File: src/rtl/mult_pkg.sv
// mult_pkg: shared constants and helpers for the pipelined multiplier.
//   OUT_SEL_*  result slice selectors (low half, high half, full product)
//   owidth()   result port width for a given operand width and slice
package mult_pkg;

  localparam int OUT_SEL_LO   = 0;
  localparam int OUT_SEL_HI   = 1;
  localparam int OUT_SEL_FULL = 2;

  function automatic int owidth(input int width, input int out_sel);
    return (out_sel == OUT_SEL_FULL) ? 2 * width : width;
  endfunction

endpackage

File: src/rtl/mult_pipe_stage.sv
// mult_pipe_stage: one pipeline slot (valid bit + data register) with enable.
//   clk, reset   clock and synchronous active-high reset
//   en           load vld_d/dat_d this cycle, otherwise hold
//   vld_d/dat_d  next valid bit and data
//   vld_q/dat_q  registered valid bit and data
// Only the valid bit is reset; the data register is left free-running so it
// carries no reset fan-out.
module mult_pipe_stage #(
  parameter int DW         = 32,
  parameter bit CLR_ON_RST = 1'b1
) (
  input  logic          clk,
  input  logic          reset,
  input  logic          en,
  input  logic          vld_d,
  input  logic [DW-1:0] dat_d,
  output logic          vld_q,
  output logic [DW-1:0] dat_q
);

  always_ff @(posedge clk) begin
    if (reset && CLR_ON_RST) vld_q <= 1'b0;
    else if (en)             vld_q <= vld_d;
  end

  always_ff @(posedge clk) begin
    if (en) dat_q <= dat_d;
  end

endmodule

File: src/rtl/mult_pipe.sv
// mult_pipe: pipelined multiplier joining two valid/ready operand streams
// into one valid/ready result stream.
//   clk, reset                 clock, synchronous active-high reset
//   i_a_valid/o_a_ready/i_a    operand A stream
//   i_b_valid/o_b_ready/i_b    operand B stream
//   o_result_valid/i_result_ready/o_result  result stream (OWIDTH bits)
// The full 2*WIDTH product is formed in stage 0 and carried unchanged; the
// output slice is taken combinationally from the last stage. Each stage
// advances when it is empty or the stage after it advances, so bubbles are
// squeezed out even while the output is stalled.
module mult_pipe
  import mult_pkg::*;
#(
  parameter  int WIDTH   = 16,
  parameter  int LATENCY = 3,
  parameter  int SIGNED  = 0,
  parameter  int OUT_SEL = 1,
  localparam int OWIDTH  = owidth(WIDTH, OUT_SEL)
) (
  input  logic              clk,
  input  logic              reset,
  input  logic              i_a_valid,
  output logic              o_a_ready,
  input  logic [WIDTH-1:0]  i_a,
  input  logic              i_b_valid,
  output logic              o_b_ready,
  input  logic [WIDTH-1:0]  i_b,
  output logic              o_result_valid,
  input  logic              i_result_ready,
  output logic [OWIDTH-1:0] o_result
);

  localparam int PW = 2 * WIDTH;

  if (LATENCY < 1 || OUT_SEL < 0 || OUT_SEL > 2 || WIDTH < 2) begin : g_bad_cfg
    $fatal(1, "mult_pipe: illegal WIDTH/LATENCY/OUT_SEL");
  end

  logic [LATENCY-1:0]         en;
  logic [LATENCY-1:0]         vld_d, vld_q;
  logic [LATENCY-1:0][PW-1:0] dat_d, dat_q;
  logic [PW-1:0]              a_ext, b_ext, prod;
  logic                       take;

  // Stage k may load if any stage from k to the end is empty, or the output
  // drains. Written as a scan over valid bits rather than a chain through en
  // so there is no self-referencing vector.
  always_comb begin
    en = '0;
    for (int k = 0; k < LATENCY; k++) begin
      en[k] = i_result_ready;
      for (int j = k; j < LATENCY; j++) begin
        if (!vld_q[j]) en[k] = 1'b1;
      end
    end
  end

  // Join: each side's ready depends on the other side's valid so neither
  // operand is ever consumed alone. Reset blocks all transfers.
  always_comb begin
    o_a_ready = !reset && en[0] && i_b_valid;
    o_b_ready = !reset && en[0] && i_a_valid;
    take      = !reset && en[0] && i_a_valid && i_b_valid;
  end

  // Extend to the product width so the truncated multiply is the exact
  // two's-complement (or unsigned) product.
  always_comb begin
    if (SIGNED != 0) begin
      a_ext = {{WIDTH{i_a[WIDTH-1]}}, i_a};
      b_ext = {{WIDTH{i_b[WIDTH-1]}}, i_b};
    end else begin
      a_ext = {{WIDTH{1'b0}}, i_a};
      b_ext = {{WIDTH{1'b0}}, i_b};
    end
    prod = a_ext * b_ext;
  end

  always_comb begin
    vld_d    = '0;
    dat_d    = '0;
    vld_d[0] = take;
    dat_d[0] = prod;
    for (int k = 1; k < LATENCY; k++) begin
      vld_d[k] = vld_q[k-1];
      dat_d[k] = dat_q[k-1];
    end
  end

  for (genvar k = 0; k < LATENCY; k++) begin : g_stage
    mult_pipe_stage #(
      .DW         (PW),
      .CLR_ON_RST (1'b1)
    ) u_stage (
      .clk   (clk),
      .reset (reset),
      .en    (en[k]),
      .vld_d (vld_d[k]),
      .dat_d (dat_d[k]),
      .vld_q (vld_q[k]),
      .dat_q (dat_q[k])
    );
  end

  assign o_result_valid = vld_q[LATENCY-1];

  if (OUT_SEL == OUT_SEL_FULL) begin : g_full
    assign o_result = dat_q[LATENCY-1];
  end else if (OUT_SEL == OUT_SEL_HI) begin : g_hi
    logic unused_lo;
    assign o_result  = dat_q[LATENCY-1][PW-1:WIDTH];
    assign unused_lo = ^dat_q[LATENCY-1][WIDTH-1:0];
  end else begin : g_lo
    logic unused_hi;
    assign o_result  = dat_q[LATENCY-1][WIDTH-1:0];
    assign unused_hi = ^dat_q[LATENCY-1][PW-1:WIDTH];
  end

endmodule

File: config.mk
export PLATFORM = sky130hd
export DESIGN_NAME = mult_pipe
export DESIGN_NICKNAME = d
export VERILOG_FILES = /design/src/rtl/mult_pkg.sv /design/src/rtl/mult_pipe_stage.sv /design/src/rtl/mult_pipe.sv
export SDC_FILE = /design/constraint.sdc
export NUM_CORES = 1
export LEC_CHECK = 0
export ABC_AREA = 1
export CAP_MARGIN = 20
export CORE_MARGIN = 3
export CORE_UTILIZATION = 50
export CTS_CLUSTER_SIZE = 40
export DETAILED_ROUTE_END_ITERATION = 7
export HOLD_SLACK_MARGIN = 0.15
export PLACE_DENSITY = 0.68
export SLEW_MARGIN = 20
export SYNTH_ARGS = -nofsm -noshare
export SYNTH_HDL_FRONTEND = slang
export SYNTH_HIERARCHICAL = 1
export SYNTH_SLANG_ARGS = --single-unit
File: constraint.sdc
create_clock -name clk -period 21.4 [get_ports clk]
set_input_delay 6.42 -clock clk [delete_from_list [all_inputs] [get_ports clk]]
set_output_delay 6.42 -clock clk [all_outputs]
set_load 0.005 [all_outputs]
==> results.yml, run 1 <==
global_route:
  antenna_found_initial: 0
  grt_max_degree: 20
  grt_overflow: 0
  grt_pass1_wl_um: 40500
  grt_use_total: 0.204
  grt_pass1_vias: 8729
synthesis:
  avgSynthCellArea_sq_um: 7.65
  synth_nets: 1771
  syn_area_sq_um: 11000
  ys_warn_count: 6
  synth_cells: 1436
clocking:
  clockRootBuffer: "clkbuf_16"
  h-tree-depth: 2
  clk_latency_ps: 290
  cts_tree: "done"
  cts_made_buffers: 5
  clk_transition_reported_paths_ps: 60
  cts-resized-gates: 0
  clock-sinks: 51
  cts_setup_buffers: 0
  clockBufferDepth: 2
  hold_buffers: 0
setup_path:
  cpPeakStageDelay_ps: 440
  crit_chain: "clkdlybuf4s50_1, inv_1, nand4_1, nand2_1, nor2_1, clkdlybuf4s50_1"
  worst-path-buf-inv: 3
  required_ps: 14980
  crit_path_start_kind: "input pin"
  critical_path_class: "in -> out"
  end_kind: "output port"
  path_common_cell: "clkdlybuf4s50_1"
  crit_path_max_fanout: 9
  slowest_stage: "clkdlybuf4s50_1"
  arrival_ps: 8050
  critPathTopFamily: "buffers and inverters"
timing:
  period_share: 0.676
  min_period_ps: 14470
  slew_viol_final: 0
  fmax_mhz: 69.1
  rsz0062_at_grt: "no"
  fin_skew_ps: 8.45
  setup_viol: 0
  hold_viol_final: 0
  tns_ps: 0
  worstMarginPinSlew_ps: 866
  slew-limit-headroom: 0.421
run:
  drv_cap: 0
cells_and_area:
  final_common_cell: "nand2_1"
  areaGrowthSynthToFinish_pct: 7.68
  most-common-layout-cells: "nand2_1 (457), inv_1 (442), fa_1 (194)"
  diodes: 0
  fill_cells: 2008
  finalNetCount: 1771
  drive_above_1_share: 0.0244
min_path:
  holdCritPathClass: "reg -> reg"
drt:
  ant_nets: 0
  vias: 8185
  dr.pass1.iters: 8
  wire_per_inst_um: 13.3
  drt-total-wl_um: 22700
  avgViaCountPerCell: 4.78
  drtIter0Drc: 431
  drc: 0
placed_design:
  dp_hpwl_um: 19600
  numPortBuffers: 55
  routabilityCongestion: 0.900
floorplanning:
  dieArea_sq_um: 23800
  core_sq_um: 21300
  start_util: 0.516
  die_h_um: 154
  die_x_um: 154
  io-pin-count: 56
  rows: 53
outcome:
  run_status: "complete, no violations"
==> final timing paths <==
| kind | startpoint | end | slack (ps) | cells after the start |
|---|---|---|---|---|
| max | i_result_ready | o_a_ready | 6930 | 6 |
| min | g_stage[1].u_stage/dat_q[25]$_DFFE_PP_ | g_stage[2].u_stage/dat_q[25]$_DFFE_PP_ | 420 | 0 |
| max reg2reg | g_stage[2].u_stage/vld_q$_SDFFE_PP0P_ | g_stage[1].u_stage/dat_q[21]$_DFFE_PP_ | 19890 | 1 |
| min reg2reg | g_stage[1].u_stage/dat_q[25]$_DFFE_PP_ | g_stage[2].u_stage/dat_q[25]$_DFFE_PP_ | 420 | 0 |
==> state kept, by name, indices dropped and copies added, names as in the netlist <==
| name | count |
|---|---|
| g_stage.u_stage/dat_q | 48 |
| g_stage.u_stage/vld_q | 3 |
==> routing by layer <==
metal  GRT usage  up-vias  wire, um
li1            -     4031         -
met1       0.271     3957     10000
met4      0.0421        0       373
met5           0        -         0
met3      0.0165       33       878
met2       0.369      164     11400
==> area by class of cell <==
class | instances | area, sq um | area share
clock inverter | 3 | 46.3 | 0.00391
sequential | 51 | 1500 | 0.127
clock buffer | 5 | 125 | 0.0106
inverter | 442 | 1660 | 0.140
timing repair buffer | 57 | 569 | 0.0481
multi-input combinational | 879 | 7590 | 0.641
tap | 275 | 344 | 0.0291
==> per-stage QoR <==
| stage | instance area (sq um) | instances | hold WS (ps) | setup WS, ps | utilization |
|---|---|---|---|---|---|
| floorplan | 11000 | 1436 | 400 | 7600 | - |
| global placement | 11700 | 1703 | 403 | 6420 | 0.547 |
| detailed placement | 11700 | 1703 | 405 | 6380 | 0.547 |
| CTS | 11800 | 1711 | 418 | 6380 | 0.555 |
| global route | 11800 | 1712 | 423 | 6770 | 0.556 |
| finish | 11800 | 1712 | 419 | 6930 | 0.556 |
Power of run 1 is left out: the tool's default activity adds up to more than one toggle a clock period on the data nets, which glitch-free logic cannot reach.
==> inputs of run 2 (changes only) <==
Clock period 21.4 ns to 14.45 ns, I/O delays scaled along.
==> run 2 against run 1 <==
Core utilization shrank 0.19 points. Largest cell class unchanged. Die area unchanged. Worst hold slack lost 1.3 ps.
==> results.yml, run 2 (same netlist as run 1, synthesis figures left out) <==
outcome:
  run_status: "complete, no violations"
clocking:
  clockRootBuffer: "clkbuf_16"
  clk_transition_reported_paths_ps: 60
  cts_setup_buffers: 0
  cts_tree: "done"
  cts_made_buffers: 5
  cts-resized-gates: 0
  clock-sinks: 51
  clockBufferDepth: 2
  clk_latency_ps: 280
  hold_buffers: 0
  h-tree-depth: 2
global_route:
  grt_pass1_wl_um: 40200
  grt_overflow: 0
  grt_use_total: 0.202
  antenna_found_initial: 0
  grt_max_degree: 20
  grt_pass1_vias: 8727
timing:
  slew_viol_final: 0
  period_share: 0.744
  hold_viol_final: 0
  worstMarginPinSlew_ps: 946
  holdWs_ps: 418
  min_period_ps: 10740
  fin_skew_ps: 3.36
  tns_ps: 0
  setup_viol: 0
  fmax_mhz: 93.1
  slew-limit-headroom: 0.368
  rsz0062_at_grt: "no"
cells_and_area:
  final_cell_count_no_fill: 1711
  final_common_cell: "nand2_1"
  finalNetCount: 1770
  most-common-layout-cells: "nand2_1 (457), inv_1 (442), fa_1 (194)"
  largest_register_ffs: 48
  drive_above_1_share: 0.0230
  utilization: 0.554
  diodes: 0
  areaGrowthSynthToFinish_pct: 7.31
  top_regs: "g_stage.u_stage/dat_q: 48 flops, g_stage.u_stage/vld_q: 3 flops"
  top_register: "g_stage.u_stage/dat_q"
placed_design:
  numPortBuffers: 55
  placedCellCount: 1703
  routabilityCongestion: 0.909
  dp_hpwl_um: 19300
drt:
  drt-total-wl_um: 22400
  wire_per_inst_um: 13.1
  avgViaCountPerCell: 4.85
  dr.pass1.iters: 6
  ant_nets: 0
  drtIter0Drc: 496
  drc: 0
  vias: 8291
floorplanning:
  io-pin-count: 56
  start_util: 0.516
  die_h_um: 154
  core_sq_um: 21300
  dieArea_sq_um: 23800
  rows: 53
  die_x_um: 154
setup_path:
  reg2regPathDepth: 7
  arrival_ps: 6410
  crit_path_start_kind: "input pin"
  r2r_setup_slack_ps: 12530
  required_ps: 10110
  end_kind: "output port"
  critical_path_class: "in -> out"
  timing.rr.start: "g_stage[2].u_stage/vld_q$_SDFFE_PP0P_"
  crit_path_max_fanout: 19
  r2r-end: "g_stage[0].u_stage/vld_q$_SDFFE_PP0P_"
min_path:
  min_from: "g_stage[1].u_stage/dat_q[19]$_DFFE_PP_"
  hold_path_depth: 0
  holdCritPathClass: "reg -> reg"
  holdPathEnd: "g_stage[2].u_stage/dat_q[19]$_DFFE_PP_"
run:
  drv_cap: 0
==> run 2: cell types whose count changed in the layout (fill, tap and decap cells not counted) <==
cell and change:
bufinv_16 -1, inv_6 -1, buf_6 -1, clkbuf_1 +1, clkinv_2 +1
==> run 2: layout make-up <==
cell class | count | area [sq um]
well taps | 275 | 344
clock inverters | 2 | 12.5
inverters | 442 | 1660
repair buffers | 56 | 558
fillers | 2050 | 9490
clock buffers | 6 | 129
multi-input cells | 879 | 7590
flip-flops and latches | 51 | 1500
==> run 2: metrics by stage <==
stage	setup WS [ps]	instance area, sq um
2_1_floorplan	4820	11000
3_3_place_gp	3650	11700
3_5_place_dp	3680	11700
4_1_cts	3670	11800
5_1_grt	3490	11800
6_report	3710	11800
==> run 2: worst max-delay path: stages <==
cell             delay [ps]
clkdlybuf4s50_1         400
inv_1                    80
nand4_1                 720
nand2_1                 370
nor2_1                   60
clkdlybuf4s50_1         440
==> run 2: how the worst max path moves through the flow <==
| stage | to | cells past startpoint | slack (ps) | from |
|---|---|---|---|---|
| 3_5_place_dp | o_b_ready | 6 | 3680 | i_result_ready |
| 4_1_cts | o_b_ready | 6 | 3670 | i_result_ready |
| 3_3_place_gp | o_b_ready | 6 | 3650 | i_result_ready |
| 5_1_grt | o_b_ready | 6 | 3490 | i_result_ready |
| 6_report | o_b_ready | 6 | 3710 | i_result_ready |
| 2_1_floorplan | o_a_ready | 4 | 4820 | i_result_ready |
==> run 2: metal layers <==
metal	GRT usage	up-vias	share of wire
li1	-	4031	-
met1	0.272	4057	0.44
met2	0.359	175	0.51
met3	0.0210	28	0.041
met4	0.0395	0	0.013
met5	0	-	0
Power of run 2 is left out for the same reason.
==> inputs of run 3 (changes only) <==
Clock period 14.45 ns to 11.1 ns, I/O delays scaled along.
==> run 3 against run 2 <==
Die area stayed put. Wire length rose by 11%. Critical path type is now in -> reg. Register-to-register slack lost 2900 ps. Critical path depth up 16. Critical endpoint is now g_stage[0].u_stage/dat_q[31]$_DFFE_PP_. Clock-buffer cell count shrank 1. Clock skew up 1.5 ps. First-iteration DRC count down 11%. Sequential share of layout area about the same. Worst hold slack lost 1.1 ps. Cell count barely moved. Non-clock buffer count up 1. Sequential cell count did not move.
==> results.yml, run 3 (same netlist as run 1, synthesis figures left out) <==
placed_design:
  dp_hpwl_um: 20700
  dp_slack_ps: 1890
  routabilityCongestion: 0.867
  numPortBuffers: 55
timing:
  setup_viol: 0
  period_share: 0.803
  holdWs_ps: 417
  slew-limit-headroom: 0.404
  worstMarginPinSlew_ps: 892
  rsz0062_at_grt: "no"
  tns_ps: 0
  slew_viol_final: 0
  hold_viol_final: 0
  fmax_mhz: 112
  fin_skew_ps: 4.86
  fin_ws_ps: 2190
  min_period_ps: 8910
global_route:
  grt_pass1_wl_um: 43000
  grt_overflow: 0
  grt_pass1_vias: 8968
  grt_max_degree: 20
  antenna_found_initial: 0
  grt_use_total: 0.222
min_path:
  holdCritPathClass: "reg -> reg"
  min_from: "g_stage[0].u_stage/dat_q[26]$_DFFE_PP_"
  hold_path_depth: 0
  holdPathEnd: "g_stage[1].u_stage/dat_q[26]$_DFFE_PP_"
cells_and_area:
  largest_register_ffs: 48
  final_common_cell: "nand2_1"
  drive_above_1_share: 0.0244
  diodes: 0
  top_register: "g_stage.u_stage/dat_q"
  finalNetCount: 1771
  fill_cells: 2016
  register_area_sq_um: 1500
  most-common-layout-cells: "nand2_1 (457), inv_1 (442), fa_1 (194)"
  multi_input_comb_area_sq_um: 7590
  areaGrowthSynthToFinish_pct: 7.43
  top_regs: "g_stage.u_stage/dat_q: 48 flops, g_stage.u_stage/vld_q: 3 flops"
drt:
  met1Wirelength_um: 10500
  drc: 0
  wl_met2_um: 12700
  drtIter0Drc: 442
  routed.top_layer: "met4"
  ant_nets: 0
  wire_per_inst_um: 14.6
  vias: 8376
  dr.pass1.iters: 5
  avgViaCountPerCell: 4.89
  met3_length_um: 1260
  drt-total-wl_um: 25000
clocking:
  clockBufferDepth: 2
  clock-sinks: 51
  cts_setup_buffers: 0
  cts_tree: "done"
  clk_transition_reported_paths_ps: 70
  hold_buffers: 0
  cts_made_buffers: 5
  clockRootBuffer: "clkbuf_16"
  h-tree-depth: 2
  cts-resized-gates: 0
  clk_latency_ps: 290
setup_path:
  end_kind: "register"
  crit_path_start_kind: "input pin"
  reg2regPathDepth: 7
  critical_path_class: "in -> reg"
  arrival_ps: 8960
  timing.rr.start: "g_stage[2].u_stage/vld_q$_SDFFE_PP0P_"
  r2r_setup_slack_ps: 9610
  r2r-end: "g_stage[0].u_stage/vld_q$_SDFFE_PP0P_"
  crit_path_max_fanout: 16
  required_ps: 11150
floorplanning:
  core_sq_um: 21300
  die_x_um: 154
  start_util: 0.516
  die_h_um: 154
  rows: 53
  dieArea_sq_um: 23800
  io-pin-count: 56
outcome:
  run_status: "complete, no violations"
run:
  drv_cap: 0
==> run 3: cell count changes in the layout (fill, tap and decap cells not counted), sizes merged <==
cell,delta
inv,+1
buf,+1
clkbuf,-1
clkinvlp,-1
clkinv,+1
==> run 3: worst max path at each step <==
stage                                             end     from  depth (start not counted)  slack [ps]
2_1_floorplan  g_stage[0].u_stage/dat_q[28]$_DFFE_PP_   i_a[7]                         25        2790
3_3_place_gp   g_stage[0].u_stage/dat_q[23]$_DFFE_PP_  i_a[12]                         22        1900
3_5_place_dp   g_stage[0].u_stage/dat_q[31]$_DFFE_PP_  i_a[12]                         22        1890
4_1_cts        g_stage[0].u_stage/dat_q[31]$_DFFE_PP_  i_a[12]                         22        2180
5_1_grt        g_stage[0].u_stage/dat_q[31]$_DFFE_PP_  i_a[12]                         22        1860
6_report       g_stage[0].u_stage/dat_q[31]$_DFFE_PP_  i_a[12]                         22        2190
==> run 3: worst max-delay path, cell delays in order <==
cell and delay, ps:
clkdlybuf4s50_1 1010, nand2_1 170, fa_1 590, fa_1 530, fa_1 520, inv_1 60
fa_1 510, fa_1 500, inv_1 50, fa_1 480, inv_1 40, ha_1 320
nand2_2 130, inv_1 50, nand2_1 50, nand3_1 160, inv_1 110, nand3_2 110
nand2_1 100, nand2_1 50, nand2_1 60, nand2_1 40
==> run 3: final cells by class <==
type,instances,share of cell area
multi-input cells,879,0.643
inverters,442,0.141
flip-flops and latches,51,0.127
repair buffers,57,0.0482
well taps,275,0.0291
clock buffers,5,0.0106
clock inverters,3,0.00159
==> run 3: metrics by stage <==
step,utilization,area [sq um],instances
global placement,0.547,11700,1703
CTS,0.554,11800,1711
global route,0.555,11800,1712
floorplan,-,11000,1436
detailed placement,0.547,11700,1703
finish,0.555,11800,1712
==> run 3: layer usage <==
| metal | up-vias | track usage |
|---|---|---|
| met4 | 0 | 0.0479 |
| li1 | 4029 | - |
| met5 | - | 0 |
| met1 | 4073 | 0.288 |
| met3 | 49 | 0.0224 |
| met2 | 225 | 0.403 |
Power of run 3 is left out for the same reason.
